--- config.mk ---
export PLATFORM = sky130hd
export DESIGN_NAME = bip2_fetch
export DESIGN_NICKNAME = d
export VERILOG_FILES = /design/src/rtl/bip2_pkg.sv /design/src/rtl/bip2_pc.sv /design/src/rtl/bip2_fetch.sv
export SDC_FILE = /design/constraint.sdc
export NUM_CORES = 1
export LEC_CHECK = 0
export BUFFER_PORTS_ARGS = -buffer_cell sky130_fd_sc_hd__buf_2
export CORE_MARGIN = 1.5
export CORE_UTILIZATION = 44
export CTS_CLUSTER_DIAMETER = 60
export DETAILED_ROUTE_END_ITERATION = 10
export PLACE_DENSITY = 0.77
export SLEW_MARGIN = 5
export SYNTH_ARGS = -nofsm -noshare
export SYNTH_HDL_FRONTEND = slang
export SYNTH_SLANG_ARGS = --single-unit
--- constraint.sdc ---
create_clock -name clock_i -period 1.5 [get_ports clock_i]
set_clock_uncertainty 0.1 [all_clocks]
set_input_delay 0.3 -clock clock_i [delete_from_list [all_inputs] [get_ports clock_i]]
set_output_delay 0.3 -clock clock_i [all_outputs]
set_load 0.005 [all_outputs]
--- src/rtl/bip2_pkg.sv ---
// Shared definitions for the BIP-II core.
// Contents:
//   - word widths (address/operand, instruction, opcode field)
//   - opcode encodings HLT..JMP
//   - fetch-stage state encoding
package bip2_pkg;

    localparam int ADDR_WIDTH   = 11;
    localparam int INSTR_WIDTH  = 16;
    localparam int OPCODE_WIDTH = 5;

    typedef logic [OPCODE_WIDTH-1:0] opcode_t;

    localparam opcode_t HLT  = 5'b00000;
    localparam opcode_t STO  = 5'b00001;
    localparam opcode_t LD   = 5'b00010;
    localparam opcode_t LDI  = 5'b00011;
    localparam opcode_t ADD  = 5'b00100;
    localparam opcode_t ADDI = 5'b00101;
    localparam opcode_t SUB  = 5'b00110;
    localparam opcode_t SUBI = 5'b00111;
    localparam opcode_t BEQ  = 5'b01000;
    localparam opcode_t BNE  = 5'b01001;
    localparam opcode_t BGT  = 5'b01010;
    localparam opcode_t BGE  = 5'b01011;
    localparam opcode_t BLT  = 5'b01100;
    localparam opcode_t BLE  = 5'b01101;
    localparam opcode_t JMP  = 5'b01110;

    typedef enum logic [1:0] {
        FETCH  = 2'd0,
        LOAD   = 2'd1,
        EXEC   = 2'd2,
        HALTED = 2'd3
    } fetch_state_e;

endpackage

--- src/rtl/bip2_pc.sv ---
// Program counter register for the BIP-II fetch stage.
// Ports:
//   clock_i   in   clock, rising edge
//   reset_i   in   synchronous active-high reset, clears PC to 0
//   load_i    in   load target_i (branch taken); wins over inc_i
//   inc_i     in   advance PC by one, modulo 2^ADDR_WIDTH
//   target_i  in   branch target
//   pc_o      out  current PC
module bip2_pc
    import bip2_pkg::*;
(
    input  logic                  clock_i,
    input  logic                  reset_i,
    input  logic                  load_i,
    input  logic                  inc_i,
    input  logic [ADDR_WIDTH-1:0] target_i,
    output logic [ADDR_WIDTH-1:0] pc_o
);

    logic [ADDR_WIDTH-1:0] pc_d;
    logic [ADDR_WIDTH-1:0] pc_q;

    // NOTE: default assignment first so every path assigns pc_d; no latch.
    always_comb begin
        pc_d = pc_q;
        if (load_i) begin
            pc_d = target_i;
        end else if (inc_i) begin
            // Natural overflow of the 11-bit add gives the 2047 -> 0 wrap.
            pc_d = pc_q + ADDR_WIDTH'(1);
        end
    end

    // NOTE: non-blocking assignment for state so all flops update together.
    always_ff @(posedge clock_i) begin
        if (reset_i) begin
            pc_q <= '0;
        end else begin
            pc_q <= pc_d;
        end
    end

    assign pc_o = pc_q;

endmodule

--- src/rtl/bip2_fetch.sv ---
// BIP-II instruction-fetch stage: FETCH -> LOAD -> EXEC sequencer, instruction
// register, retired-instruction counter and the PC (in bip2_pc).
// Ports:
//   clock_i      in   clock, rising edge
//   reset_i      in   synchronous active-high reset, beats every transition
//   Branch_i     in   decoder: next PC = operand (EXEC only)
//   Wrpc_i       in   decoder: PC write enable (EXEC only)
//   Imem_data_i  in   ROM data, one cycle after Imem_rd_o
//   Imem_addr_o  out  ROM address (= Pc_o)
//   Imem_rd_o    out  ROM read strobe (FETCH)
//   Opcode_o     out  IR[15:11]
//   Operand_o    out  IR[10:0]
//   Pc_o         out  current PC
//   Exec_o       out  decoder outputs are honoured this cycle
//   Halted_o     out  HLT has executed
//   Retired_o    out  instructions that completed EXEC, wraps at 2^16
module bip2_fetch
    import bip2_pkg::*;
(
    input  logic                    clock_i,
    input  logic                    reset_i,
    input  logic                    Branch_i,
    input  logic                    Wrpc_i,
    input  logic [INSTR_WIDTH-1:0]  Imem_data_i,
    output logic [ADDR_WIDTH-1:0]   Imem_addr_o,
    output logic                    Imem_rd_o,
    output logic [OPCODE_WIDTH-1:0] Opcode_o,
    output logic [ADDR_WIDTH-1:0]   Operand_o,
    output logic [ADDR_WIDTH-1:0]   Pc_o,
    output logic                    Exec_o,
    output logic                    Halted_o,
    output logic [15:0]             Retired_o
);

    fetch_state_e           state_d, state_q;
    logic [INSTR_WIDTH-1:0] ir_d, ir_q;
    logic [15:0]            retired_d, retired_q;
    logic                   exec_d, exec_q;
    logic                   halted_d, halted_q;
    logic                   rd_d, rd_q;
    logic                   pc_load;
    logic                   pc_inc;
    logic [ADDR_WIDTH-1:0]  pc;

    assign Opcode_o  = ir_q[INSTR_WIDTH-1:ADDR_WIDTH];
    assign Operand_o = ir_q[ADDR_WIDTH-1:0];

    always_comb begin
        state_d   = state_q;
        ir_d      = ir_q;
        retired_d = retired_q;
        pc_load   = 1'b0;
        pc_inc    = 1'b0;

        case (state_q)
            FETCH: begin
                state_d = LOAD;
            end
            LOAD: begin
                ir_d    = Imem_data_i;
                state_d = EXEC;
            end
            EXEC: begin
                retired_d = retired_q + 16'd1;
                if (Opcode_o == HLT) begin
                    state_d = HALTED;
                end else begin
                    state_d = FETCH;
                    // With Wrpc_i low the PC holds and the same word is refetched.
                    if (Wrpc_i) begin
                        pc_load = Branch_i;
                        pc_inc  = ~Branch_i;
                    end
                end
            end
            HALTED: begin
                state_d = HALTED;
            end
            default: begin
                state_d = FETCH;
            end
        endcase

        // Outputs are registered copies of the next-state decode, so they
        // line up with state_q without any input-to-output path.
        exec_d   = (state_d == EXEC);
        halted_d = (state_d == HALTED);
        rd_d     = (state_d == FETCH);
    end

    always_ff @(posedge clock_i) begin
        if (reset_i) begin
            state_q   <= FETCH;
            ir_q      <= '0;
            retired_q <= '0;
            exec_q    <= 1'b0;
            halted_q  <= 1'b0;
            rd_q      <= 1'b1;
        end else begin
            state_q   <= state_d;
            ir_q      <= ir_d;
            retired_q <= retired_d;
            exec_q    <= exec_d;
            halted_q  <= halted_d;
            rd_q      <= rd_d;
        end
    end

    // Reset inside bip2_pc discards any PC update requested in the same cycle.
    bip2_pc u_pc (
        .clock_i  (clock_i),
        .reset_i  (reset_i),
        .load_i   (pc_load),
        .inc_i    (pc_inc),
        .target_i (Operand_o),
        .pc_o     (pc)
    );

    assign Pc_o        = pc;
    assign Imem_addr_o = pc;
    assign Imem_rd_o   = rd_q;
    assign Exec_o      = exec_q;
    assign Halted_o    = halted_q;
    assign Retired_o   = retired_q;

endmodule

==> impl_results.md <==
- H-tree levels: 2
- Total track usage: 0.202
- First-pass GRT wire length: 8470 µm
- CTS Buf Count: 5
- Root buffer cell: clkbuf_8
- Setup slack after layout: -0.0414 ns
- Slew @ Worst Pin: 0.291 ns
- GR Overflow Total: 0
- Die Span X: between 70 and 80 µm
- Vias post-DR: 2,175
- Synth-to-Final Area Change: 43.0%
- Peak VDD IR: about 0.61 mV
- Die height: 72.9 µm
- Min-delay worst type: input pin to flop
- CTS tree: done
- Die outline area: around 5300 µm²
- Yosys warns: 0
- Compound-cell area share of the yosys netlist: 0.208
- Pwr/cell area: about 980 nW/µm²
- Sequential-to-total area share from yosys stat: 0.447
- Vias in the first global route: 1,796
- WL final: 5760 µm
- Startpoint Class: flop
- Critical path class: flop to flop
- Row count: 25
- Post-synthesis adder-cell area fraction: 0.0116
- Failing checks: setup timing
- Routed len/inst: 14.3 µm
- P_leak: 1.38 nW
- Mux share of post-synthesis cell area: 0.0140
- Synth Instances: 238
- Synth Flop Type: dfxtp_1
- # clock sinks: 48
- Avg Cell Area, Syn: 9.03 µm²
- DR DRC count: 0
- DP Area: 2770 µm²
- Hold Vio Cnt, Final: 0
- Avg Vias per Cell: 5.38
- Final instance area: slightly above 3000 µm²
- Dpl ws: -0.0161 ns
- Netlist Area Pre-Place: ~2100 µm²
- Routed Antenna Nets: 0
- DRT iter0 DRCs: 223
- Synth Area in XOR/XNOR: 0.0367
- Antenna Cells: 0
- # IOs: 77
- Max Freq: 0.649 GHz
- Core area: 4720 µm²
- Filler cells: around 370
- Nets@finish: 359
- Footprint of the multi-input gates: 1170 µm²
- Crit path capture type: flop
- RePlAce Congestion: between 0.8 and 0.9
- Worst Path Required: 1.63 ns
- Worst EP arrival: 1.67 ns
- Outcome: finished with violations
- RSZ-0062 raised after global routing: yes
- Normalized max-slew margin: 0.804
- Crit share post-route: 1.03
- #FFs+latches synth: 48
- Number of synthesized flops with an enable pin: 0
- Dpl hpwl: 3870 µm
- Crit-path max FO: 5
- Layout cells sized above 1: 0.493
- Synth Area in Simple Gates: 0.208
- Asr flop ratio synth: 0
- Bufs on Longest Clock Path: 2
- Register area: a little under 1000 µm²
- Starting density of the core: 0.455
- Hold slack: 0.0977 ns
- Cell variety after synth: 43
- Max Cap Viol: 0
- Clock latency on the worst-skew pair: 0.31 ns
- Period minus WS final: approximately 1.5 ns
- Max-slew violation count: 0
- I/O Buffers: 76
- Clock-pin slew on the worst setup and hold paths: 0.09 ns
- Largest net degree at the start of global routing: 18
- Post-synth net total: 260
- Initial antenna violation count: 0
- DRT Pass-1 Iters: 5
- Main combinational cell family by area after synthesis: compound AO/OA/AOI/OAI gates
- Final setup vio count: 2
[metal layers]
| metal | global-route usage | vias to the layer above | routed length [µm] |
|---|---|---|---|
| met4 | 0.0440 | 0 | 43 |
| met1 | 0.296 | 1013 | 2680 |
| li1 | - | 1062 | - |
| met3 | 0.0428 | 5 | 389 |
| met5 | 0 | - | 0 |
| met2 | 0.306 | 95 | 2650 |
[cell type report]
class	count	share of cell area
clock buffer	6	0.0305
multi-input combinational	161	0.380
sequential	48	0.321
tap	67	0.0273
timing repair buffer	114	0.223
inverter	7	0.00855
clock inverter	1	0.00977
[where the power goes]
part,total (mW),switching (mW),internal [mW]
Sequential,1.45,0.0803,1.37
Combinational,0.536,0.246,0.290
Clock,1.02,0.431,0.589
Total,3.00,0.757,2.25
[final timing paths]
| path | start | to | slack (ns) | cells past startpoint |
|---|---|---|---|---|
| setup / recovery | state_q[0] | u_pc.pc_o[0] | -0.04 | 4 |
| hold / removal | Imem_data_i[12] | ir_q[12] | 0.1 | 2 |
| setup reg to reg | state_q[0] | u_pc.pc_o[0] | -0.04 | 4 |
| hold reg to reg | Retired_o[9] | Retired_o[9] | 0.40 | 2 |
[synthesized netlist by cell type (3+ instances only)]
library cell / number / area (µm²)
nor2_1: 14 / 52.6
nand2_1: 21 / 78.8
or3_1: 3 / 18.8
a21oi_1: 17 / 85.1
o21ai_0: 11 / 55.1
buf_4: 13 / 97.6
clkbuf_1: 10 / 37.5
mux2i_1: 3 / 30.0
or4_1: 4 / 30.0
dfxtp_1: 48 / 961
inv_1: 7 / 26.3
nand4_1: 5 / 31.3
xor2_1: 8 / 70.1
nand3_1: 11 / 55.1
a31oi_1: 5 / 31.3
a22o_1: 16 / 140
o31ai_1: 7 / 52.6
and4_1: 3 / 26.3
[sequential cells by signal (all words and copies together) (netlist names)]
| signal | flops |
|---|---|
| ir_q | 16 |
| Halted_o | 1 |
| Retired_o | 16 |
| state_q | 2 |
| u_pc.pc_o | 11 |
| Imem_rd_o | 1 |
| Exec_o | 1 |
[through the flow]
step / setup TNS (ns) / std cells / total power, mW / util
5_1_grt: -0.426 / 404 / 3.13 / 0.651
6_report: -0.0471 / 404 / 3.00 / 0.651
3_5_place_dp: -0.0434 / 392 / 1.92 / 0.587
2_1_floorplan: 0 / 238 / 1.69 / -
4_1_cts: -0.00900 / 400 / 2.93 / 0.616
3_3_place_gp: -0.0201 / 392 / 1.91 / 0.587
[logic make-up after synthesis]
logic type / Yosys count
simple gates: 80
compound gates: 66
flops: 48
buf+inv: 30
xor+xnor: 9
mux: 3
fa+ha+maj: 2
[layout by cell type (no fill, tap or decap), types with 3 or more instances in the layout]
| cell | count |
|---|---|
| nor2_1 | 13 |
| clkbuf_8 | 5 |
| mux2i_1 | 3 |
| o21ai_0 | 7 |
| a22o_1 | 16 |
| or4_4 | 3 |
| o31ai_1 | 5 |
| dfxtp_4 | 3 |
| a21oi_1 | 13 |
| nand4_1 | 5 |
| buf_2 | 76 |
| xor2_1 | 8 |
| o21ai_1 | 3 |
| a21oi_2 | 4 |
| dfxtp_1 | 34 |
| nand3_1 | 11 |
| dfxtp_2 | 11 |
| a31oi_1 | 5 |
| nand2_1 | 20 |
| inv_1 | 7 |
| buf_4 | 35 |
| or3_1 | 3 |
[worst max-delay path, stage by stage, from the launching register on]
cell and delay [ns]:
dfxtp_2 0.34, and3b_2 0.26, a21bo_4 0.26, or3_1 0.34, a31oi_1 0.16
[what timing repair did]
item,in CTS,in global routing
setup buffers,1,3
endpoints found under the setup margin,6,18
hold buffers,0,0
gates cloned,0,1
gates resized for setup,3,39
pin swaps,1,13
Power figures use the tool's default switching activity.
